<file path="src/rtl/pwm_dt_pkg.sv">
// Shared types and default sizing for the dead-time PWM core.
package pwm_dt_pkg;

    localparam int unsigned NOutputsDef   = 6;
    localparam int unsigned PhaseCntDwDef = 16;
    localparam int unsigned BeatCntDwDef  = 27;
    localparam int unsigned DtDwDef       = 8;

    // Per-channel dead-time states; p/n drive noted per state
    typedef enum logic [2:0] {
        DT_IDLE = 3'd0,  // p0 n0
        DT_OFF  = 3'd1,  // p0 n1
        DT_RISE = 3'd2,  // p0 n0
        DT_ON   = 3'd3,  // p1 n0
        DT_FALL = 3'd4   // p0 n0
    } dt_state_e;

endpackage

</file>
<file path="src/rtl/pwm_dt_chan.sv">
// One PWM channel: registered compare, dead-time FSM and output polarity.
module pwm_dt_chan
    import pwm_dt_pkg::*;
#(
    parameter int unsigned PhaseCntDw = PhaseCntDwDef,
    parameter int unsigned DtDw       = DtDwDef
) (
    input  logic                  clk_core_i,
    input  logic                  rst_core_ni,
    input  logic                  chan_en_i,
    input  logic                  invert_i,
    input  logic [DtDw-1:0]       dead_time_i,
    input  logic [PhaseCntDw-1:0] phase_i,
    input  logic [PhaseCntDw-1:0] duty_i,
    output logic                  pwm_o,
    output logic                  pwm_n_o
);

    logic            raw_q;
    dt_state_e       state_q, state_d;
    logic [DtDw-1:0] cnt_q;
    logic [DtDw-1:0] dt_q;     // dead time captured on state entry
    logic            p_q, n_q;
    logic            cnt_done;

    // A zero captured dead time means the dwell ends immediately
    assign cnt_done = (dt_q == '0) || (cnt_q == dt_q - DtDw'(1));

    // Registered compare of the shared phase against this channel's duty
    always_ff @(posedge clk_core_i or negedge rst_core_ni) begin
        if (!rst_core_ni) raw_q <= 1'b0;
        else              raw_q <= chan_en_i & (phase_i < duty_i);
    end

    // Next-state selection; disabling the channel overrides everything
    always_comb begin
        state_d = state_q;
        if (!chan_en_i) begin
            state_d = DT_IDLE;
        end else begin
            unique case (state_q)
                DT_IDLE: state_d = DT_FALL;
                DT_OFF:  if (raw_q) state_d = (dead_time_i == '0) ? DT_ON : DT_RISE;
                DT_RISE: if (!raw_q) state_d = DT_OFF;
                         else if (cnt_done) state_d = DT_ON;
                DT_ON:   if (!raw_q) state_d = (dead_time_i == '0) ? DT_OFF : DT_FALL;
                DT_FALL: if (raw_q) state_d = DT_ON;
                         else if (cnt_done) state_d = DT_OFF;
                default: state_d = DT_IDLE;
            endcase
        end
    end

    // State, dwell counter and p/n bits; p/n derived from the next state so they are registered
    always_ff @(posedge clk_core_i or negedge rst_core_ni) begin
        if (!rst_core_ni) begin
            state_q <= DT_IDLE;
            cnt_q   <= '0;
            dt_q    <= '0;
            p_q     <= 1'b0;
            n_q     <= 1'b0;
        end else begin
            state_q <= state_d;
            if (state_d != state_q) begin
                cnt_q <= '0;
                dt_q  <= dead_time_i;
            end else if (state_q == DT_RISE || state_q == DT_FALL) begin
                cnt_q <= cnt_q + DtDw'(1);
            end
            p_q <= (state_d == DT_ON);
            n_q <= (state_d == DT_OFF);
        end
    end

    assign pwm_o   = p_q ^ invert_i;
    assign pwm_n_o = n_q ^ invert_i;

endmodule

</file>
<file path="src/rtl/pwm_dt_core.sv">
// PWM core: beat divider, edge/center phase counter, duty shadowing, channels.
module pwm_dt_core
    import pwm_dt_pkg::*;
#(
    parameter int unsigned NOutputs   = NOutputsDef,
    parameter int unsigned PhaseCntDw = PhaseCntDwDef,
    parameter int unsigned BeatCntDw  = BeatCntDwDef,
    parameter int unsigned DtDw       = DtDwDef
) (
    input  logic                           clk_core_i,
    input  logic                           rst_core_ni,
    input  logic                           cntr_en_i,
    input  logic [BeatCntDw-1:0]           clk_div_i,
    input  logic [3:0]                     dc_resn_i,
    input  logic                           center_en_i,
    input  logic                           cfg_qe_i,
    input  logic [NOutputs-1:0]            chan_en_i,
    input  logic [NOutputs-1:0]            invert_i,
    input  logic [NOutputs*PhaseCntDw-1:0] duty_i,
    input  logic [DtDw-1:0]                dead_time_i,
    input  logic                           commit_i,
    output logic                           commit_pending_o,
    output logic                           commit_done_o,
    output logic                           cycle_end_o,
    output logic [NOutputs-1:0]            pwm_o,
    output logic [NOutputs-1:0]            pwm_n_o
);

    localparam int unsigned ResnMax = PhaseCntDw - 1;

    logic [BeatCntDw-1:0]                 beat_q;
    logic [PhaseCntDw-1:0]                phase_q, incr, diff;
    logic [PhaseCntDw:0]                  sum;
    logic                                 dir_down_q;
    logic                                 beat_end, carry, load;
    logic [NOutputs-1:0][PhaseCntDw-1:0]  duty_pend, duty_act_q;

    assign beat_end = (beat_q == clk_div_i) & cntr_en_i;
    assign sum      = {1'b0, phase_q} + {1'b0, incr};
    assign carry    = sum[PhaseCntDw];
    assign diff     = phase_q - incr;
    assign duty_pend = duty_i;

    // Step size shrinks as resolution grows; resolution saturates at the counter width
    always_comb begin
        incr = PhaseCntDw'(1);
        if (32'(dc_resn_i) <= ResnMax) incr = PhaseCntDw'(1) << (ResnMax - 32'(dc_resn_i));
    end

    // Period ends on edge-mode wrap, or on the valley beat while counting down
    assign cycle_end_o = center_en_i ? (beat_end & dir_down_q & (phase_q == '0))
                                     : (beat_end & carry);

    // Beat divider; a config write restarts it
    always_ff @(posedge clk_core_i or negedge rst_core_ni) begin
        if (!rst_core_ni)   beat_q <= '0;
        else if (cfg_qe_i)  beat_q <= '0;
        else if (cntr_en_i) beat_q <= (beat_q == clk_div_i) ? '0 : beat_q + BeatCntDw'(1);
    end

    // Phase counter; direction only matters in center mode and survives mode switches
    always_ff @(posedge clk_core_i or negedge rst_core_ni) begin
        if (!rst_core_ni) begin
            phase_q    <= '0;
            dir_down_q <= 1'b0;
        end else if (cfg_qe_i) begin
            phase_q    <= '0;
            dir_down_q <= 1'b0;
        end else if (beat_end) begin
            if (!center_en_i) begin
                phase_q <= sum[PhaseCntDw-1:0];
            end else if (!dir_down_q) begin
                if (carry) begin
                    dir_down_q <= 1'b1;
                    phase_q    <= diff;
                end else begin
                    phase_q <= sum[PhaseCntDw-1:0];
                end
            end else if (phase_q == '0) begin
                dir_down_q <= 1'b0;
                phase_q    <= sum[PhaseCntDw-1:0];
            end else begin
                phase_q <= diff;
            end
        end
    end

    // Duty shadowing: load at period boundary, or at once while the counter is stopped
    assign load = (commit_i | commit_pending_o) & (cycle_end_o | ~cntr_en_i);

    // Commit handshake and active duty registers
    always_ff @(posedge clk_core_i or negedge rst_core_ni) begin
        if (!rst_core_ni) begin
            commit_pending_o <= 1'b0;
            commit_done_o    <= 1'b0;
            duty_act_q       <= '0;
        end else begin
            commit_pending_o <= load ? 1'b0 : (commit_pending_o | commit_i);
            commit_done_o    <= load;
            if (load) duty_act_q <= duty_pend;
        end
    end

    for (genvar k = 0; k < NOutputs; k++) begin : g_chan
        pwm_dt_chan #(
            .PhaseCntDw (PhaseCntDw),
            .DtDw       (DtDw)
        ) u_chan (
            .clk_core_i  (clk_core_i),
            .rst_core_ni (rst_core_ni),
            .chan_en_i   (chan_en_i[k]),
            .invert_i    (invert_i[k]),
            .dead_time_i (dead_time_i),
            .phase_i     (phase_q),
            .duty_i      (duty_act_q[k]),
            .pwm_o       (pwm_o[k]),
            .pwm_n_o     (pwm_n_o[k])
        );
    end

endmodule
</file>
<file path="config.mk">
export PLATFORM = sky130hd
export DESIGN_NAME = pwm_dt_core
export DESIGN_NICKNAME = d
export VERILOG_FILES = /design/src/rtl/pwm_dt_pkg.sv /design/src/rtl/pwm_dt_chan.sv /design/src/rtl/pwm_dt_core.sv
export SDC_FILE = /design/constraint.sdc
export NUM_CORES = 1
export LEC_CHECK = 0
export CAP_MARGIN = 20
export CORE_AREA = 2 2 187 189
export CTS_BUF_LIST = sky130_fd_sc_hd__clkbuf_4 sky130_fd_sc_hd__clkbuf_8 sky130_fd_sc_hd__clkbuf_16
export CTS_CLUSTER_SIZE = 8
export DETAILED_ROUTE_END_ITERATION = 6
export DIE_AREA = 0 0 189 191
export PLACE_DENSITY_LB_ADDON = 0.2
export SETUP_SLACK_MARGIN = 0.1
export SYNTH_ARGS = -nofsm -noshare
export SYNTH_HDL_FRONTEND = slang
export SYNTH_SLANG_ARGS = --single-unit
</file>
<file path="constraint.sdc">
create_clock -name clk_core_i -period 3.41 [get_ports clk_core_i]
set_input_delay 0.682 -clock clk_core_i [delete_from_list [all_inputs] [get_ports clk_core_i]]
set_output_delay 0.682 -clock clk_core_i [all_outputs]
set_load 0.02 [all_outputs]
</file>
* Word-level counts from Yosys, hierarchy flattened
Index checks and enable logic that the tools add are counted.
** Word-level totals
- Latch bits :: 0
- RAM bits :: 0
- ROM bits :: 0
- Bits of input ports :: 153
- Word-level logic and storage cells :: 260
- Register bits :: 274
- Memories :: 0
- Output and inout port bits :: 15
** Operators by class
- Bitwise logic cells :: 26
- Shift-type cells :: 1
- $add $sub $neg :: 16
- Equal/unequal tests :: 49
- Multiply operators :: 0
- Divide/modulo/power cells :: 0
- $lt $le $gt $ge :: 6
- Reductions and logical operators :: 36
- Muxes and demuxes :: 79
** Operators with widths (count)
- $mux 3 :: 43
- $lt 16x16->1 :: 6
- $mux 16 :: 6
- $mux 8 :: 12
- $pmux 3 s5 :: 6
- $mux 27 :: 3
- $logic_not 8->1 :: 7
- $eq 3x2->1 const B :: 18
- $add 8x1->8 const B :: 6
- $eq 8x8->1 :: 6
- $sub 8x1->8 const B :: 6
- $eq 3x1->1 const B :: 12
- $shl 1x32->16 const A :: 1
- $add 27x1->27 const B :: 1
- $eq 27x27->1 :: 1
- $eq 3x3->1 const B :: 6
- $logic_not 3->1 :: 6
- $ne 3x3->1 :: 6
- $reduce_bool 2->1 :: 9
- $add 16x16->17 :: 1
- $logic_not 16->1 :: 1
- $sub 16x16->16 :: 1
- $logic_or 1x1->1 :: 12
- $xor 1x1->1 :: 12
- other kinds (6) :: 25

* Longest topological paths before layout
Gate-level depths: netlist of the first run.
- Word-level depth :: 9
- Gate-level depth with buffers :: 14
- Depth with buffers taken out :: 13

* Hierarchy
A second synthesis of the first run with hierarchy kept.
** Unflattened totals
- Cells, all modules :: 1899
- Area total of the unflattened synthesis :: 18604.1 µm²
** By module, submodules not included
- pwm_dt_core :: instances 1, cells an instance 707, area each 7803.7 µm²
- pwm_dt_chan at g_chan[1].u_chan ... :: instances 4, cells an instance 203, area each 1811.7 µm²
- pwm_dt_chan at g_chan[2].u_chan :: instances 1, cells an instance 193, area each 1809.2 µm²
- pwm_dt_chan at g_chan[0].u_chan :: instances 1, cells an instance 187, area each 1744.2 µm²

* Least setup slack after synthesis of the first run
No wires, ideal clock.
- Path type :: input to register
- From :: input port dc_resn_i[3]
- To :: register duty_act_q[10] in the netlist's numbering
- Arrival time :: 3.560 ns
- Cell stages on the path :: 14
- Path buffers :: 3
- Slack :: -0.275 ns
- Library setup time :: 0.125 ns
- Cell sequence :: nor2b_1 -> nand3_1 -> ha_1 -> buf_2 -> nand2b_1 -> a211oi_1 -> o211a_1 -> nand3_1 -> a21oi_1 -> o311ai_1 -> a21oi_2 -> buf_2 -> buf_2 -> mux2_2
** On the way
- Longest elaborated chain between the ends :: 7
** Ends and longest elaborated chain
- start, declared :: RTL line pwm_dt_core.sv:14 : input logic [3:0] dc_resn_i,
- $sub 4x4->5 :: RTL line pwm_dt_core.sv:47 : if (32'(dc_resn_i) <= ResnMax) incr = PhaseCntDw'(1) << (ResnMax - 32'(dc_resn_i));
- $shl 1x32->16 :: RTL line pwm_dt_core.sv:47
- $add 16x16->17 :: RTL line pwm_dt_core.sv:39 : assign sum = {1'b0, phase_q} + {1'b0, incr};
- $and 1x1->1 :: RTL line pwm_dt_core.sv:52 : : (beat_end & carry);
- $mux 1 :: RTL line pwm_dt_core.sv:51 : assign cycle_end_o = center_en_i ? (beat_end & dir_down_q & (phase_q == '0))
- $or 1x1->1 :: RTL line pwm_dt_core.sv:89 : assign load = (commit_i | commit_pending_o) & (cycle_end_o | ~cntr_en_i);
- $and 1x1->1 :: RTL line pwm_dt_core.sv:89
- end signal, assigned :: RTL line pwm_dt_core.sv:100 : if (load) duty_act_q <= duty_pend;
- end, declared :: RTL line pwm_dt_core.sv:36 : logic [NOutputs-1:0][PhaseCntDw-1:0] duty_pend, duty_act_q;
No other way between the ends.
A chain may end at the register's enable or synchronous reset.

* Final worst setup path of the first run
- From :: input port dc_resn_i[1]
- To :: output port cycle_end_o
** On the way
- Longest elaborated chain between the ends :: 5
** Ends and longest elaborated chain
- $sub 4x4->5 :: RTL line pwm_dt_core.sv:47
- $shl 1x32->16 :: RTL line pwm_dt_core.sv:47
- $add 16x16->17 :: RTL line pwm_dt_core.sv:39
- $and 1x1->1 :: RTL line pwm_dt_core.sv:52
- $mux 1 :: RTL line pwm_dt_core.sv:51
- end, declared :: RTL line pwm_dt_core.sv:24 : output logic cycle_end_o,
No other way between the ends.

==> results.tsv, run 1 <==
metric	value	unit
clockRootBuffer	clkbuf_16	
cp_num_cells	13	
synth_top_flop_cell	dfrtp_1	
grt_max_degree	90	
fin_crit_sh	99.0	%
grt_usage	25.1	%
holdWs	0.162	ns
start_kind	input port	
highest_layer	met4	
drt_iter0_drc	821	
dp_hpwl	33300	um
first_pass_iters	5	
maxCapViolCount	0	
rrSetupSlack	0.23	ns
synth_edf_count	0	
post-route-drc-count	0	
grt_antenna_before_repair	2	
postRouteAntennaNets	0	
final_util	67.4	%
dieWidth	189	um
crit_family	compound AO/OA/AOI/OAI gates	
synth_cells	1821	
layout_common_cells	274 x dfrtp_1, 161 x clkdlybuf4s50_1, 160 x nor2_1	
hold_viol	0	
path_cells	buf_6 > buf_6 > nor2b_4 > buf_12 > nand2_4 > ha_4 > nor2b_4 > a211oi_4 > o211a_1 > nand3_2 > a21oi_2 > o311a_1 > buf_6	
layout_commonest_cell	dfrtp_1	
met2WireLength	23000	um
cts_sinks	274	
r2r-end	phase_q[14]	
wl_met3	2270	um
crit_start	dc_resn_i[1]	
mappedNetlistArea	17900	um2
layout.nets	2414	
start_util	52.3	%
rows	68	
port_buffers	167	
worstSetupPathType	in2out	
totalWireLength	46900	um
peakVddDrop	392	uV
cp_slowest_stage_delay	0.25	ns
slew-limit-headroom	51.5	%
end_kind	output port	
clockBufferDepth	3	
grt_pass1_wl	73200	um
via_per_inst	5.64	
critPathCapture	cycle_end_o	
wl_per_cell	18.2	um
cts_tree	built	
syn_avg_cell_area	9.80	um2
fin_crit	3.38	ns
crit_top_cell	buf_6	
core-area	34100	um2
reg2reg_depth	14	
synthArstFlopShare	100	%
r2r_start	phase_q[0]	
clk_latency	0.52	ns
arrival	2.69	ns
p_leak	10.9	nW
cts_htree_levels	2	
hold_path.class	in2async	
drive_gt1_share	20.7	%
pin_count	168	
synth_nets	2117	
path_max_fanout	5	
grt_pass1_vias	14400	
path_clk_slew	0.05	ns
required	2.73	ns
finClkSkew	0.0144	ns
overflow	0	
vias	14600	
seq_area_frac_synth	38.4	%
status	finished, final reports clean	
yosys_warnings	0	
synth_seq_cells	274	
drv_slew	0	
place.gp.congestion	0.897	
setup_violations	0	
area_growth	28.7	%
cp_num_buf_inv	4	
rsz0062_at_grt	yes	
synth_cell_types	89	
die_h	191	um
post-layout-total-power	12.1	mW
max_freq	0.296	GHz
cts_buffers	40	
tightest_slew	0.728	ns
dieArea	36100	um2
slowest_stage	a211oi_4	
power_per_cell_area	528	nW/um2
wl_met1	20200	um
-- worst register-to-register path, delay by kind of cell (launching register included) --
kind,cells,cell delay (ns)
AOI/OAI and AO/OA,6,1.35
xor gates and xnor gates,1,0.14
adders and majority gates,2,0.61
buffers and inverters,4,0.52
DFF,1,0.38
muxes,1,0.08
-- routing by layer --
layer / track usage, % / up-vias
li1: - / 6968
met1: 32.3 / 7125
met2: 44.1 / 371
met3: 3.54 / 94
met4: 7.18 / 0
met5: 0 / -
-- final cells by class --
| class | count | area [um2] |
|---|---|---|
| antenna | 2 | 5.00 |
| clock buffer | 45 | 1070 |
| clock inverter | 2 | 21.3 |
| fill | 2614 | 11100 |
| inverter | 146 | 548 |
| multi-input combinational | 1333 | 10700 |
| sequential | 274 | 6860 |
| tap | 455 | 569 |
| timing repair buffer | 323 | 3210 |
-- registers in the layout, indices dropped and copies added, names as in the netlist, 6 cells and up --
register,count
duty_act_q,96
g_chan.u_chan.cnt_q,48
g_chan.u_chan.dt_q,48
beat_q,27
g_chan.u_chan.state_q,18
phase_q,16
g_chan.u_chan.n_q,6
g_chan.u_chan.p_q,6
g_chan.u_chan.raw_q,6
-- synthesized netlist by cell type, drive strengths merged, types with 14 or more instances --
cell	n	area (um2)
mux2	147	1660
ha	141	1760
buf	33	206
nand3	59	295
nor2	166	636
nor3	36	185
a31oi	15	100
nand4	26	163
mux2i	20	200
nand2	96	360
dfrtp	274	6860
and3	18	113
a21oi	49	249
and2	14	87.6
a21o	18	135
xnor2	77	674
nor2b	28	175
clkbuf	36	135
nor4	23	144
o31ai	19	148
inv	146	548
xor2	111	972
nand2b	17	106
o21ai	79	399
-- where the power goes --
part | leakage [nW] | internal, mW | switching [mW]
sequential | 3.46 | 3.83 | 0.730
combinational | 6.87 | 2.10 | 1.90
clock | 0.542 | 2.19 | 1.40
total | 10.9 | 8.11 | 4.03
-- stage by stage --
| stage | TNS, ns | area [um2] | setup WS (ns) | instances |
|---|---|---|---|---|
| after floorplan | 0 | 18000 | 0.101 | 1821 |
| after global placement | -68.65 | 21000 | -0.856 | 2508 |
| after detailed placement | -76.54 | 21000 | -0.894 | 2508 |
| after CTS | 0 | 22300 | 0.0731 | 2560 |
| after global routing | -0.0261 | 23000 | -0.0261 | 2579 |
| final | 0 | 23000 | 0.0336 | 2580 |
-- worst min-delay path by stage --
| stage | startpoint | endpoint | cells after the start |
|---|---|---|---|
| floorplan | rst_core_ni | beat_q[0] | 0 |
| global placement | duty_act_q[50] | duty_act_q[50] | 1 |
| detailed placement | duty_act_q[61] | duty_act_q[61] | 1 |
| CTS | rst_core_ni | g_chan[4].u_chan.cnt_q[6] | 1 |
| global route | rst_core_ni | g_chan[4].u_chan.cnt_q[6] | 1 |
| finish | rst_core_ni | g_chan[4].u_chan.cnt_q[6] | 1 |
-- kinds of logic (layout without fill, tap and decap cells) --
kind of cell / count (synthesis) / in the layout / share of synthesized area (%)
mux: 167 / 167 / 10.4
xor+xnor: 188 / 188 / 9.22
fa+ha+maj: 143 / 143 / 10.1
simple gates: 546 / 546 / 15.4
flops: 274 / 274 / 38.4
compound gates: 288 / 289 / 11.4
buf+inv: 215 / 516 / 4.98
other cells: 0 / 2 / 0
-- timing repair --
action,CTS,global route
endpoints found under the setup margin,111,126
gates resized for setup,59,88
setup buffers,5,9
hold endpoints to repair,0,0
cloned,0,11
hold buffers,0,0
pin swaps,13,18
Note: power is estimated with default switching activity, not from simulation.
==> inputs of run 2 (changes only) <==
Settings changed: CORE_AREA 2 2 187 189 to 2 2 215 217, CTS_BUF_LIST sky130_fd_sc_hd__clkbuf_4 sky130_fd_sc_hd__clkbuf_8 sky130_fd_sc_hd__clkbuf_16 to sky130_fd_sc_hd__clkbuf_2 sky130_fd_sc_hd__clkbuf_4 sky130_fd_sc_hd__clkbuf_8, DIE_AREA 0 0 189 191 to 0 0 217 219.
==> results.tsv, run 2 (synthesis gave the netlist of run 1 again) <==
metric	value	unit	change
tightest_slew	0.793	ns	+0.0646 ns
rows	78		+15%
cts_tree	built		
postRouteAntennaNets	0		unchanged
setup_tns	0	ns	unchanged
hold_path.class	reg2reg		
diodes	0		-2
regMostFlops	duty_act_q		
overflow	0		unchanged
r2r_start	g_chan[0].u_chan.dt_q[1]		
rrSetupSlack	0.29	ns	+0.06 ns
use_met1	25.3	%	-7.0 points
via_per_inst	5.13		-9.1%
drt_iter0_drc	660		-20%
dp_hpwl	34700	um	+4.2%
wl_per_cell	16.7	um	-8.2%
p_leak	10.6	nW	-2.7%
cts_sinks	274		unchanged
grt_pass1_wl	75700	um	+3.5%
core-area	45100	um2	+32%
setup_violations	0		unchanged
path_clk_slew	0.07	ns	+0.02 ns
power_per_cell_area	529	nW/um2	+0.12%
peakVddDrop	354	uV	-9.7%
first_pass_iters	5		unchanged
holdWs	0.506	ns	+0.344 ns
path_max_fanout	2		-3
grtUsageMet3	4.16	%	+0.61 points
required	2.73	ns	about the same
top_regs	duty_act_q x96, g_chan.u_chan.cnt_q x48, g_chan.u_chan.dt_q x48		
slew-limit-headroom	47.0	%	-4.5 points
cts_buffers	52		+30%
dieWidth	217	um	+15%
status	finished, final reports clean		
vias	14200		-2.5%
critPathCapture	cycle_end_o		
max_freq	0.296	GHz	about the same
r2r-end	g_chan[0].u_chan.dt_q[1]		
post-layout-total-power	12.0	mW	-1.2%
rsz0062_at_grt	yes		
clockRootBuffer	clkbuf_8		
reg2reg_depth	9		-5
die_h	219	um	+15%
grt_pass1_vias	14600		+1.8%
post-route-drc-count	0		unchanged
crit_start	phase_q[0]		
fill_cells	4217		+61%
start_util	39.6	%	-13 points
layout_common_cells	270 x dfrtp_1, 161 x clkdlybuf4s50_1, 159 x nor2_1		
arrival	2.69	ns	about the same
cts_htree_levels	2		unchanged
grt_usage	19.8	%	-5.3 points
hold_viol	0		unchanged
pin_count	168		unchanged
worstSetupPathType	reg2out		
finClkSkew	0.0494	ns	+0.0350 ns
layout.nets	2420		+0.25%
dieArea	47500	um2	+32%
grt_antenna_before_repair	0		-2
largest_reg_flops	96		unchanged
drive_gt1_share	22.3	%	+1.6 points
drv_slew	0		unchanged
area_growth	27.0	%	
grt.busiest_layer	met2		
met2_usage	33.7	%	-10 points
grt_max_degree	79		-12%
clk_latency	0.66	ns	+0.14 ns
fin_crit	3.37	ns	-0.00275 ns
start_kind	flip-flop		
clockBufferDepth	3		unchanged
end_kind	output port		
maxCapViolCount	0		unchanged
fin_crit_sh	98.9	%	about the same
port_buffers	167		unchanged
place.gp.congestion	0.879		-2.0%
layout_commonest_cell	dfrtp_1		
totalWireLength	46200	um	-1.5%
==> run 2: cell count changes in the layout (fill, tap and decap cells not counted), sizes merged <==
cell         change
clkbuf          +29
clkinv           +7
bufinv           +3
buf              +2
clkinvlp         +2
diode            -2
dlygate4sd3      +1
inv              +1
o21bai           -1
==> run 2: layout make-up <==
class	instances	area, um2	share of cell area (%)
multi-input combinational	1332	10400	45.9
sequential	274	6860	30.3
timing repair buffer	318	2920	12.9
clock buffer	82	1030	4.56
tap	600	751	3.31
inverter	146	548	2.42
clock inverter	15	159	0.701
==> run 2: stage by stage <==
stage	std cells	setup WS [ns]	util [%]	instance area, um2
2_1_floorplan	1821	0.101	-	18000
3_3_place_gp	2661	-0.796	47.1	21200
3_5_place_dp	2661	-0.806	47.1	21200
4_1_cts	2765	-0.0964	50.1	22600
5_1_grt	2767	-0.0969	50.3	22700
6_report	2767	0.0364	50.3	22700
==> run 2: where the power goes <==
part	total, mW	switching (mW)	internal [mW]
combinational	3.77	1.83	1.94
clock	3.67	1.51	2.16
sequential	4.55	0.729	3.82
==> run 2: worst max-delay path, stage by stage, from the launching register on <==
cell      delay [ns]
dfrtp_1         0.41
ha_2            0.19
fa_2            0.37
nand2b_4        0.10
a211oi_4        0.06
o211a_1         0.28
nand3_2         0.10
a21oi_2         0.06
o311a_1         0.30
buf_6           0.15
==> run 2: how the worst min path moves through the flow <==
stage / from / end / slack [ns] / cells after the start
after global routing: duty_act_q[5] / duty_act_q[5] / 0.52 / 1
after floorplan: rst_core_ni / beat_q[0] / 0.39 / 0
final: duty_act_q[5] / duty_act_q[5] / 0.51 / 1
after detailed placement: duty_act_q[70] / duty_act_q[70] / 0.50 / 1
after global placement: duty_act_q[23] / duty_act_q[23] / 0.49 / 1
after CTS: duty_act_q[5] / duty_act_q[5] / 0.51 / 1
==> run 2: timing repair <==
action                                 CTS  global route
gates resized for setup                 38            32
buffers inserted                         6             2
endpoints found under the hold margin   26             0
hold buffers                             1             0
setup endpoints to repair              104            21
pin swaps                               10            14
==> run 2: routing by layer <==
layer / routed length [um] / up-vias
li1: - / 6999
met4: 1210 / 0
met1: 20900 / 6864
met2: 21900 / 258
met5: 0 / -
met3: 2160 / 78
==> inputs of run 3 (changes only) <==
Clock period 3.41 ns to 3.34 ns, I/O delays scaled along.
==> results.tsv, run 3 (synthesis gave the netlist of run 1 again) <==
metric	value	unit	change
grt_antenna_before_repair	5		+5
power_per_cell_area	529	nW/um2	+0.10%
maxCapViolCount	0		unchanged
cp_num_cells	9		unchanged
stdcell_count	2775		+0.29%
slowest_stage	dfrtp_1		
start_util	39.6	%	unchanged
cts_tree	built		
cts_buffers	51		-1.9%
cts_sinks	274		unchanged
grt_max_degree	85		+7.6%
fin_crit	3.32	ns	
r2r_start	phase_q[0]		
switching_share	34.5	%	+0.48 points
layout_commonest_cell	dfrtp_1		
cp_num_buf_inv	1		unchanged
path_max_fanout	3		+1
dieWidth	217	um	unchanged
cts_htree_levels	2		unchanged
regMostFlops	duty_act_q		
drt_iter0_drc	670		+1.5%
top_regs	duty_act_q x96, g_chan.u_chan.cnt_q x48, g_chan.u_chan.dt_q x48		
dieArea	47500	um2	unchanged
drive_gt1_share	23.1	%	+0.77 points
combPwrFrac	33.4	%	+2.0 points
seq_power_share	38.0	%	about the same
setup_slack	0.0177	ns	-0.0187 ns
path_clk_slew	0.06	ns	about the same
rsz0062_at_grt	yes		
totalWireLength	48200	um	+4.3%
reg2reg_depth	12		+3
start_kind	flip-flop		
first_pass_iters	7		+2
grt_usage	20.2	%	+0.38 points
drv_slew	0		unchanged
status	finished, final reports clean		
post-place-ws	-0.720	ns	+0.0861 ns
clockRootBuffer	clkbuf_8		
finClkSkew	0.0235	ns	-0.0259 ns
r2r-end	duty_act_q[46]		
slew-limit-headroom	52.4	%	+5.4 points
layout.nets	2434		+0.58%
port_buffers	167		unchanged
arrival	2.65	ns	-0.04 ns
max_freq	0.301	GHz	
fin_crit_sh	99.5	%	
p_switching	4.20	mW	+3.0%
post-route-drc-count	0		unchanged
die_h	219	um	unchanged
tightest_slew	0.712	ns	-0.0806 ns
hold_viol	0		unchanged
path_cells	ha_2 > fa_2 > nand2b_4 > a211oi_4 > o211a_1 > nand3_2 > a21oi_2 > o311a_1 > buf_6		
overflow	0		unchanged
dp_hpwl	35400	um	+1.8%
holdWs	0.0499	ns	-0.456 ns
crit_family	compound AO/OA/AOI/OAI gates		
grt_pass1_wl	76900	um	+1.5%
crit_start	phase_q[0]		
intPower	7.99	mW	+0.88%
layout_common_cells	270 x dfrtp_1, 161 x clkdlybuf4s50_1, 159 x nor2_1		
required	2.67	ns	-0.06 ns
setup_violations	0		unchanged
end_kind	output port		
dp_cells	2659		-0.075%
p_leak	10.7	nW	+1.2%
p_clk_share	28.5	%	-2.1 points
rrSetupSlack	0.26	ns	-0.03 ns
cp_slowest_stage_delay	0.40	ns	about the same
peakVddDrop	313	uV	-11%
wl_per_cell	17.4	um	+4.0%
grt_pass1_vias	14600		-0.34%
vias	14200		+0.27%
rows	78		unchanged
hold_path.class	in2async		
worstSetupPathType	reg2out		
clk_latency	0.64	ns	-0.02 ns
core-area	45100	um2	unchanged
place.gp.congestion	0.868		-1.1%
via_per_inst	5.13		about the same
pin_count	168		unchanged
largest_reg_flops	96		unchanged
postRouteAntennaNets	0		unchanged
area_growth	28.9	%	
critPathCapture	cycle_end_o		
clockBufferDepth	3		unchanged
-- run 3: cell types whose count changed in the layout (fill, tap and decap cells not counted), moves of 3 or more --
cell,previous run,this run
clkbuf_16,0,6
clkbuf_4,15,10
buf_12,8,11
buf_16,0,3
-- run 3: worst min-delay path by stage --
stage                         startpoint                           to  cells after the start
after floorplan              rst_core_ni                    beat_q[0]                      0
after global placement    duty_act_q[16]               duty_act_q[16]                      1
after detailed placement  duty_act_q[54]               duty_act_q[54]                      1
after CTS                    rst_core_ni  g_chan[0].u_chan.state_q[2]                      1
after global routing         rst_core_ni  g_chan[0].u_chan.state_q[2]                      1
final                        rst_core_ni  g_chan[4].u_chan.state_q[1]                      1
-- run 3: timing repair --
item                                    4_1_cts  5_1_grt
pin swaps                                    17       11
hold buffers                                  0        0
endpoints found under the setup margin      104      147
gates cloned                                  0        8
setup buffers                                12       12
hold endpoints to repair                      0        0
resized for setup                            50       29
-- run 3: metrics by stage --
stage | cell area, um2 | power (mW) | utilization, % | setup TNS (ns)
after floorplan | 18000 | 7.44 | - | 0
after global placement | 21300 | 8.43 | 47.1 | -77.07
after detailed placement | 21300 | 8.55 | 47.1 | -77.31
after CTS | 22600 | 12.2 | 50.2 | -0.0820
after global routing | 23000 | 13.0 | 51.1 | -0.0970
final | 23000 | 12.2 | 51.1 | 0
-- run 3: power by group through the flow --
stage / sequential (mW) / clock [mW] / combinational [mW]
final: 4.64 / 3.48 / 4.07
after global placement: 4.66 / 0 / 3.77
after floorplan: 4.34 / 0 / 3.10
after detailed placement: 4.68 / 0 / 3.87
after global routing: 4.75 / 3.75 / 4.53
after CTS: 4.63 / 3.63 / 3.91
-- run 3: worst reg2reg max path: stages, from the launching register on --
cell       delay, ns
dfrtp_1         0.40
buf_4           0.18
nor4b_4         0.30
nand4_1         0.24
o41ai_4         0.40
buf_4           0.18
buf_4           0.11
o311ai_4        0.11
a21oi_4         0.24
buf_4           0.18
clkbuf_16       0.15
buf_4           0.13
mux2_2          0.33
-- run 3: layer usage --
| metal | up-vias | track usage, % | wire [um] |
|---|---|---|---|
| met3 | 72 | 3.16 | 1900 |
| met4 | 6 | 6.53 | 964 |
| met1 | 6886 | 26.0 | 21500 |
| met2 | 237 | 34.7 | 23800 |
| li1 | 7037 | - | - |
| met5 | - | 0 | 39 |
-- run 3: cell type report --
cell class / instances / area (um2)
Tap cell: 600 / 751
Timing Repair Buffer: 333 / 3230
Clock buffer: 76 / 983
Clock inverter: 12 / 93.8
Inverter: 146 / 548
Antenna cell: 2 / 5.00
Fill cell: 4166 / 22100
Sequential cell: 274 / 6860
Multi-Input combinational cell: 1332 / 10600
